==> src/rtl/serial_adder_pkg.sv <==
// serial_adder_pkg: FSM state encoding and counter sizing shared by the serial adder slice
package serial_adder_pkg;

    typedef enum logic [1:0] {
        IDLE = 2'd0,
        RUN  = 2'd1,
        DONE = 2'd2
    } state_t;

    function automatic int cnt_width(int w);
        return $clog2(w + 1);
    endfunction

endpackage

==> src/rtl/serial_adder_if.sv <==
// serial_adder_if: start/busy/done handshake plus operand and result bus of the serial adder
interface serial_adder_if #(parameter int WIDTH = 8);

    logic             start;
    logic [WIDTH-1:0] a;
    logic [WIDTH-1:0] b;
    logic             cin;
    logic             sub;
    logic [WIDTH-1:0] sum;
    logic             cout;
    logic             ovf;
    logic             busy;
    logic             done;

    modport master (
        output start, a, b, cin, sub,
        input  sum, cout, ovf, busy, done
    );

    modport slave (
        input  start, a, b, cin, sub,
        output sum, cout, ovf, busy, done
    );

endinterface

==> src/rtl/serial_adder_fa_cell.sv <==
// fa_cell: gate-level 1-bit full adder, the single cell reused every cycle by serial_adder
module fa_cell (
    input  logic a,
    input  logic b,
    input  logic cin,
    output logic z,
    output logic cout
);

    logic p, g, t;

    xor x_p (p, a, b);
    xor x_z (z, p, cin);
    and a_g (g, a, b);
    and a_t (t, p, cin);
    or  o_c (cout, g, t);

endmodule

==> src/rtl/serial_adder.sv <==
// serial_adder: LSB-first bit-serial add of two WIDTH-bit operands; SERIAL_ADDER_SUB_EN enables a-b via sub
module serial_adder
    import serial_adder_pkg::*;
#(
    parameter int WIDTH = 8
) (
    input logic           clk,
    input logic           rst_n,
    serial_adder_if.slave bus
);

    localparam int CW = cnt_width(WIDTH);

    state_t           state;
    logic [WIDTH-1:0] a_sh;
    logic [WIDTH-1:0] b_sh;
    logic [WIDTH-1:0] res;
    logic [CW-1:0]    cnt;
    logic             c;
    logic             s;
    logic             co;
    logic [WIDTH-1:0] b_in;
    logic             c_in;

`ifdef SERIAL_ADDER_SUB_EN
    // Subtraction is a + ~b + 1, so inversion and forced carry happen at capture.
    assign b_in = bus.sub ? ~bus.b : bus.b;
    assign c_in = bus.sub | bus.cin;
`else
    logic unused_sub;
    assign unused_sub = bus.sub;
    assign b_in       = bus.b;
    assign c_in       = bus.cin;
`endif

    fa_cell u_fa (
        .a    (a_sh[0]),
        .b    (b_sh[0]),
        .cin  (c),
        .z    (s),
        .cout (co)
    );

    always_ff @(posedge clk or negedge rst_n) begin
        if (!rst_n) begin
            state    <= IDLE;
            a_sh     <= '0;
            b_sh     <= '0;
            res      <= '0;
            cnt      <= '0;
            c        <= 1'b0;
            bus.sum  <= '0;
            bus.cout <= 1'b0;
            bus.ovf  <= 1'b0;
            bus.busy <= 1'b0;
            bus.done <= 1'b0;
        end else begin
            case (state)
                IDLE, DONE: begin
                    bus.done <= 1'b0;
                    if (bus.start) begin
                        a_sh     <= bus.a;
                        b_sh     <= b_in;
                        c        <= c_in;
                        cnt      <= '0;
                        bus.busy <= 1'b1;
                        state    <= RUN;
                    end else begin
                        state <= IDLE;
                    end
                end
                RUN: begin
                    a_sh <= a_sh >> 1;
                    b_sh <= b_sh >> 1;
                    c    <= co;
                    res  <= {s, res[WIDTH-1:1]};
                    cnt  <= cnt + 1'b1;
                    // Carry into the MSB is c on this last step, so ovf is c ^ co.
                    if (cnt == CW'(WIDTH - 1)) begin
                        bus.sum  <= {s, res[WIDTH-1:1]};
                        bus.cout <= co;
                        bus.ovf  <= c ^ co;
                        bus.busy <= 1'b0;
                        bus.done <= 1'b1;
                        state    <= DONE;
                    end
                end
                default: state <= IDLE;
            endcase
        end
    end

endmodule

==> src/flat_wrapper.sv <==
// flat-port wrapper written by rule: the top's interface ports become plain ports
module serial_adder_flat import serial_adder_pkg::*;
#(
    parameter int WIDTH = 8
)
  (clk, rst_n, bus_start, bus_a, bus_b, bus_cin, bus_sub, bus_sum, bus_cout, bus_ovf, bus_busy, bus_done);
  serial_adder_if #(.WIDTH(WIDTH)) bus_i ();
  input logic clk;
  input logic rst_n;
  input wire logic [$bits(bus_i.start)-1:0] bus_start;
  input wire logic [$bits(bus_i.a)-1:0] bus_a;
  input wire logic [$bits(bus_i.b)-1:0] bus_b;
  input wire logic [$bits(bus_i.cin)-1:0] bus_cin;
  input wire logic [$bits(bus_i.sub)-1:0] bus_sub;
  output wire logic [$bits(bus_i.sum)-1:0] bus_sum;
  output wire logic [$bits(bus_i.cout)-1:0] bus_cout;
  output wire logic [$bits(bus_i.ovf)-1:0] bus_ovf;
  output wire logic [$bits(bus_i.busy)-1:0] bus_busy;
  output wire logic [$bits(bus_i.done)-1:0] bus_done;
  assign bus_i.start = bus_start;
  assign bus_i.a = bus_a;
  assign bus_i.b = bus_b;
  assign bus_i.cin = bus_cin;
  assign bus_i.sub = bus_sub;
  assign bus_sum = bus_i.sum;
  assign bus_cout = bus_i.cout;
  assign bus_ovf = bus_i.ovf;
  assign bus_busy = bus_i.busy;
  assign bus_done = bus_i.done;
  serial_adder #(.WIDTH(WIDTH)) u_core (.clk(clk), .rst_n(rst_n), .bus(bus_i));
endmodule
==> config.mk <==
export PLATFORM = sky130hd
export DESIGN_NAME = serial_adder_flat
export DESIGN_NICKNAME = d
export VERILOG_FILES = /design/src/rtl/serial_adder_pkg.sv /design/src/rtl/serial_adder_if.sv /design/src/rtl/serial_adder_fa_cell.sv /design/src/rtl/serial_adder.sv /design/src/flat_wrapper.sv
export SDC_FILE = /design/constraint.sdc
export NUM_CORES = 1
export LEC_CHECK = 0
export ABC_AREA = 0
export BUFFER_PORTS_ARGS = -buffer_cell sky130_fd_sc_hd__buf_2
export CAP_MARGIN = 20
export CORE_MARGIN = 3
export CORE_UTILIZATION = 53
export DETAILED_ROUTE_END_ITERATION = 10
export GPL_TIMING_DRIVEN = 0
export PLACE_DENSITY = 0.84
export SETUP_SLACK_MARGIN = 0.2
export SLEW_MARGIN = 20
export SYNTH_ARGS = -nofsm -noshare
export SYNTH_HDL_FRONTEND = slang
export SYNTH_SLANG_ARGS = --single-unit
==> constraint.sdc <==
create_clock -name clk -period 1.9 [get_ports clk]
set_input_delay 0.095 -clock clk [delete_from_list [all_inputs] [get_ports clk]]
set_output_delay 0.095 -clock clk [all_outputs]
set_load 0.02 [all_outputs]
# Word level (Yosys, flattened, before mapping)
# Cells that the tools add are included.
# Widths: inputs -> output; s select.
[totals]
regBits = 43
[classes]
n_bitwise = 6
muxes = 16
addsub = 1
n_reduce_logical = 7
eq_ne = 5
[op_table]
columns = ["cell", "n"]
rows = [
  ["$pmux 8 s2", 2],
  ["$mux 8", 2],
  ["$pmux 4 s2", 1],
  ["$pmux 1 s2", 3],
  ["$reduce_and 2->1", 3],
  ["$mux 1", 5],
  ["$add 4x1->4 const B", 1],
  ["$eq 4x3->1 const B", 1],
  ["$mux 4", 1],
  ["$pmux 2 s2", 1],
  ["$reduce_and 3->1", 1],
  ["$xor 1x1->1", 3],
  ["$and 1x1->1", 2],
  ["$eq 2x1->1 const B", 1],
  ["$eq 2x2->1 const B", 1],
  ["$logic_not 2->1", 1],
  ["$mux 2", 1],
  ["$ne 2x1->1 const B", 1],
  ["$ne 2x2->1 const B", 1],
  ["$reduce_bool 2->1", 1],
  ["$reduce_or 2->1", 1],
  ["$or 1x1->1", 1],
]

# Depth between registers and ports, before layout
[depth]
depth_word = 4
ltp_mapped = 5
mapped_depth_nobuf = 4

# By module
# Synthesis repeated with hierarchy kept, for this count alone.
[hier_totals]
cells_unflattened = 120
hier_area_um2 = 1726.7
[by_module_without_submodules]
columns = ["mod", "cells_each", "instances", "area_per_inst_um2", "seq_area_each_um2"]
rows = [
  ["serial_adder", 119, 1, 1706.6, 1051.0],
  ["fa_cell", 1, 1, 20.0, 0.0],
]

# Least setup slack after synthesis
# Ideal clock, no wire load.
[synth_path]
kind = "flip-flop to flip-flop"
from = "reg u_core.cnt[0]"
to = "reg u_core.bus.sum[0]"
arrival_ps = 1381
setup_time_ps = 128
path_slack_ps = 392
required_ps = 1772
path_stages_with_launch = 6
cell_sequence = "dfrtp_1 -> ha_1 -> nand2_1 -> nor3b_4 -> buf_4 -> mux2_1"
[synth_via]
elab_chain_len = 2
[synth_rtl]
columns = ["item", "line", "text"]
rows = [
  ["from (decl)", "serial_adder.sv:18", "logic [CW-1:0] cnt;"],
  ["from (signal assigned)", "serial_adder.sv:77", "cnt <= cnt + 1'b1;"],
  ["$eq 4x3->1", "serial_adder.sv:79", "if (cnt == CW'(WIDTH - 1)) begin"],
  ["$reduce_and 2->1 (no line)", "n/a", ""],
  ["to (signal assigned)", "serial_adder.sv:80", "bus.sum <= {s, res[WIDTH-1:1]};"],
  ["to (decl)", "serial_adder_if.sv:22", "output sum, cout, ovf, busy, done"],
]
# No other way between the ends.
# A chain may end at the register's enable or synchronous reset.

# Final worst setup path
[layout_path]
from = "reg u_core.cnt[1]"
to = "reg u_core.bus.sum[0]"
# Same word-level chain as after synthesis.

==> flow_results.xml <==
<?xml version="1.0" encoding="UTF-8"?>
<metrics>
  <group name="power">
    <metric name="power_density" unit="nW/um^2">1690</metric>
    <metric name="post-layout-total-power" unit="mW">3.46</metric>
    <metric name="cellLeakagePower" unit="nW">1.10</metric>
    <metric name="vdd_ir_drop_max" unit="V">0.000919</metric>
  </group>
  <group name="global_route">
    <metric name="initial_antenna_violation_count" unit="">0</metric>
    <metric name="largest_net_degree_at_the_start_of_global_routing" unit="">43</metric>
    <metric name="grt_first_pass_wirelength" unit="mm">5.44</metric>
    <metric name="grt_pass1_vias" unit="">1185</metric>
    <metric name="track_usage" unit="">0.177</metric>
    <metric name="global_route.overflow_total" unit="">0</metric>
  </group>
  <group name="timing">
    <metric name="finalSetupViolCount" unit="">0</metric>
    <metric name="tns" unit="ns">0</metric>
    <metric name="fmax" unit="MHz">650</metric>
    <metric name="worst_slew_margin_rel" unit="">0.405</metric>
    <metric name="fin_worst_skew" unit="ns">0.00580</metric>
    <metric name="final_max_slew_viol_count" unit="">0</metric>
    <metric name="final.hold.worst_slack" unit="ns">0.0319</metric>
    <metric name="post_route_fraction_of_the_period_consumed_by_the_critical_path" unit="">0.809</metric>
    <metric name="setup_ws" unit="ns">0.362</metric>
    <metric name="finalCriticalPeriod" unit="ns">1.54</metric>
    <metric name="report.final.hold_viol_count" unit="">0</metric>
    <metric name="worst_slew_pin_slew" unit="ns">0.892</metric>
    <metric name="setup_repair_after_global_routing_missed_its_margin" unit="">false</metric>
  </group>
  <group name="synthesis">
    <metric name="asyncSetResetFlopFracSynth" unit="">1.00</metric>
    <metric name="mappedNetlistNets" unit="">143</metric>
    <metric name="portion_of_the_post_synthesis_area_used_by_sequential_elements" unit="">0.609</metric>
    <metric name="mappedNetlistArea" unit="sq um">1730</metric>
    <metric name="dominantRegCellSynth" unit="">sky130_fd_sc_hd__dfrtp_1</metric>
    <metric name="synth_edf_count" unit="">0</metric>
    <metric name="yosysUniqueCellTypes" unit="">20</metric>
    <metric name="yosys.cell_count.top_type" unit="">sky130_fd_sc_hd__dfrtp_1</metric>
    <metric name="yosys.area.top_type" unit="">sky130_fd_sc_hd__dfrtp_1</metric>
    <metric name="yosys.area.top_type_share" unit="">0.609</metric>
    <metric name="yosysWarnings" unit="">0</metric>
    <metric name="post_synth_main_area_contributors" unit="">sky130_fd_sc_hd__dfrtp_1, sky130_fd_sc_hd__a22o_1, sky130_fd_sc_hd__mux2_2</metric>
    <metric name="avgSynthCellArea" unit="sq um">14.4</metric>
    <metric name="post_synth_inst_count" unit="">120</metric>
    <metric name="synthTopCellsByCount" unit="">sky130_fd_sc_hd__dfrtp_1, sky130_fd_sc_hd__a22o_1, sky130_fd_sc_hd__a21o_1</metric>
    <metric name="yosys_register_bits" unit="">42</metric>
  </group>
  <group name="flow_run">
    <metric name="cap_viol_max_count" unit="">0</metric>
  </group>
  <group name="floorplan">
    <metric name="core_area" unit="sq um">3080</metric>
    <metric name="io_pins" unit="">33</metric>
    <metric name="die_y" unit="microns">63.1</metric>
    <metric name="dieArea" unit="sq um">3980</metric>
    <metric name="initial_utilization" unit="">0.561</metric>
    <metric name="die_w" unit="microns">63.1</metric>
    <metric name="std_cell_rows" unit="">20</metric>
  </group>
  <group name="cells_and_area">
    <metric name="final_core_util" unit="">0.664</metric>
    <metric name="finish.net_count" unit="">186</metric>
    <metric name="final.fill_count" unit="">250</metric>
    <metric name="drive_above_1_share" unit="">0.360</metric>
    <metric name="antenna_cells" unit="">0</metric>
    <metric name="signed_area_change_from_the_synthesized_netlist_to_the_final_layout" unit="%">18.4</metric>
  </group>
  <group name="clock_tree">
    <metric name="numClockSinks" unit="">42</metric>
    <metric name="path_clk_slew" unit="ns">0.11</metric>
    <metric name="ctsHtreeMaxLevel" unit="">2</metric>
    <metric name="cts_repair_resize_count" unit="">0</metric>
    <metric name="cts_inserted_buffers" unit="">5</metric>
    <metric name="cts_tree" unit="">yes</metric>
    <metric name="clock-root-buffer" unit="">sky130_fd_sc_hd__clkbuf_4</metric>
    <metric name="cts-root-to-sink-buffers" unit="">2</metric>
    <metric name="clk_latency_worst_skew_pair" unit="ns">0.35</metric>
  </group>
  <group name="worst_setup_path">
    <metric name="worstPathMaxFanout" unit="">10</metric>
    <metric name="startpoint_type" unit="">flop</metric>
    <metric name="crit_type" unit="">reg2reg</metric>
    <metric name="critical_path_arrival" unit="ns">1.78</metric>
    <metric name="endpoint_kind" unit="">flop</metric>
    <metric name="worst_ep_required_time" unit="ns">2.14</metric>
    <metric name="timing.critical_path.from" unit="">u_core.cnt[1]$_DFFE_PN0P_</metric>
    <metric name="timing.rr.start" unit="">u_core.cnt[1]$_DFFE_PN0P_</metric>
  </group>
  <group name="routing">
    <metric name="via_density" unit="">5.19</metric>
    <metric name="drt_wl_total" unit="mm">2.91</metric>
    <metric name="detail_route.iter0.violations" unit="">17</metric>
    <metric name="average_wire_length_per_cell_after_detail_routing" unit="microns">14.0</metric>
    <metric name="num_vias" unit="">1080</metric>
    <metric name="drt_first_pass_iters" unit="">3</metric>
    <metric name="drc" unit="">0</metric>
    <metric name="ant_nets" unit="">0</metric>
  </group>
  <group name="worst_hold_path">
    <metric name="hold_path.startpoint" unit="">bus_a[4]</metric>
    <metric name="worst_hold_path_type" unit="">in2reg</metric>
  </group>
  <group name="place">
    <metric name="gp_routability_congestion" unit="">0.675</metric>
    <metric name="dp_hpwl" unit="mm">2.00</metric>
    <metric name="worst_slack_at_placement" unit="ns">0.238</metric>
    <metric name="io_buffer_count" unit="">31</metric>
  </group>
  <group name="outcome">
    <metric name="status" unit="">complete, no violations</metric>
  </group>
</metrics>
-- where the power goes --
| group | total, mW | internal (mW) | switching (mW) |
|---|---|---|---|
| Clock | 0.452 | 0.179 | 0.272 |
| Sequential | 1.56 | 1.31 | 0.251 |
| Combinational | 1.45 | 0.759 | 0.690 |
| Total | 3.46 | 2.25 | 1.21 |
-- metrics by stage --
step,cells,area [sq um]
final,208,2040
after global routing,208,2040
after CTS,207,2040
after detailed placement,195,1940
after global placement,195,1940
after floorplan,120,1730
-- critical path, cell delays in order, from the launching register on --
cell and delay [ns]:
sky130_fd_sc_hd__dfrtp_1 0.39, sky130_fd_sc_hd__ha_1 0.19, sky130_fd_sc_hd__nand2_1 0.10, sky130_fd_sc_hd__nor3b_4 0.20
sky130_fd_sc_hd__buf_4 0.21, sky130_fd_sc_hd__mux2_1 0.34
-- routing by layer --
metal,wire [microns],part of all wire,vias up,GRT usage
li1,-,-,522,-
met1,1280,0.44,528,0.230
met2,1430,0.49,22,0.270
met3,133,0.046,8,0.0446
met4,71,0.024,0,0.0992
met5,0,0,-,0
-- final cells by class --
type                       count  area, sq um  share of cell area
clock buffer                   7         55.1              0.0269
inverter                       1         3.75             0.00184
clock inverter                 1         5.00             0.00245
buffer                         7         42.5              0.0208
multi-input combinational     70          629               0.308
tap                           44         55.1              0.0269
timing repair buffer          36          203              0.0991
sequential                    42         1050               0.514
-- final timing paths --
check	slack (ns)	cells past startpoint	endpoint
min	0.03	3	u_core.a_sh[4]$_DFFE_PN0P_
max reg2reg	0.36	5	u_core.bus.sum[0]$_DFFE_PN0P_
min reg2reg	0.49	1	u_core.bus.done$_DFFE_PN0P_
min in group asynchronous	0.39	2	u_core.bus.sum[7]$_DFFE_PN0P_
max	0.36	5	u_core.bus.sum[0]$_DFFE_PN0P_
max in group asynchronous	0.95	2	u_core.a_sh[3]$_DFFE_PN0P_
-- cells in the final DEF (no fill, tap or decap), drive strengths merged --
cell type and n:
nand2 3, clkbuf 7, buf 39, a22o 19, nor2 1, nor2b 2, clkinv 1, ha 1
nand2b 1, dfrtp 42, mux2i 2, inv 1, mux2 18, nor3b 1, fa 1, and2b 1
a21o 16, xor2 1, nand4 1, o21ai 2, dlygate4sd3 4
-- registers in the layout, indices dropped and copies added, names as in the netlist --
name / cells
u_core.a_sh: 8
u_core.b_sh: 8
u_core.bus.sum: 8
u_core.res: 7
u_core.cnt: 4
u_core.state: 2
u_core.bus.busy: 1
u_core.bus.cout: 1
u_core.bus.done: 1
u_core.bus.ovf: 1
u_core.c: 1
-- cells by family after synthesis --
kind of cell / share of synthesized area
flip-flops: 0.609
AO/OA/AOI/OAI: 0.172
multiplexers: 0.129
AND/OR/NAND/NOR: 0.0399
buffers and inverters: 0.0268
adder cells (fa/ha/maj): 0.0188
XOR/XNOR: 0.00507
-- timing repair --
item	4_1_cts	5_1_grt
hold buffers	4	0
setup buffers	0	1
hold endpoints to repair	45	0
endpoints found under the setup margin	0	7
Power figures use the tool's default switching activity.
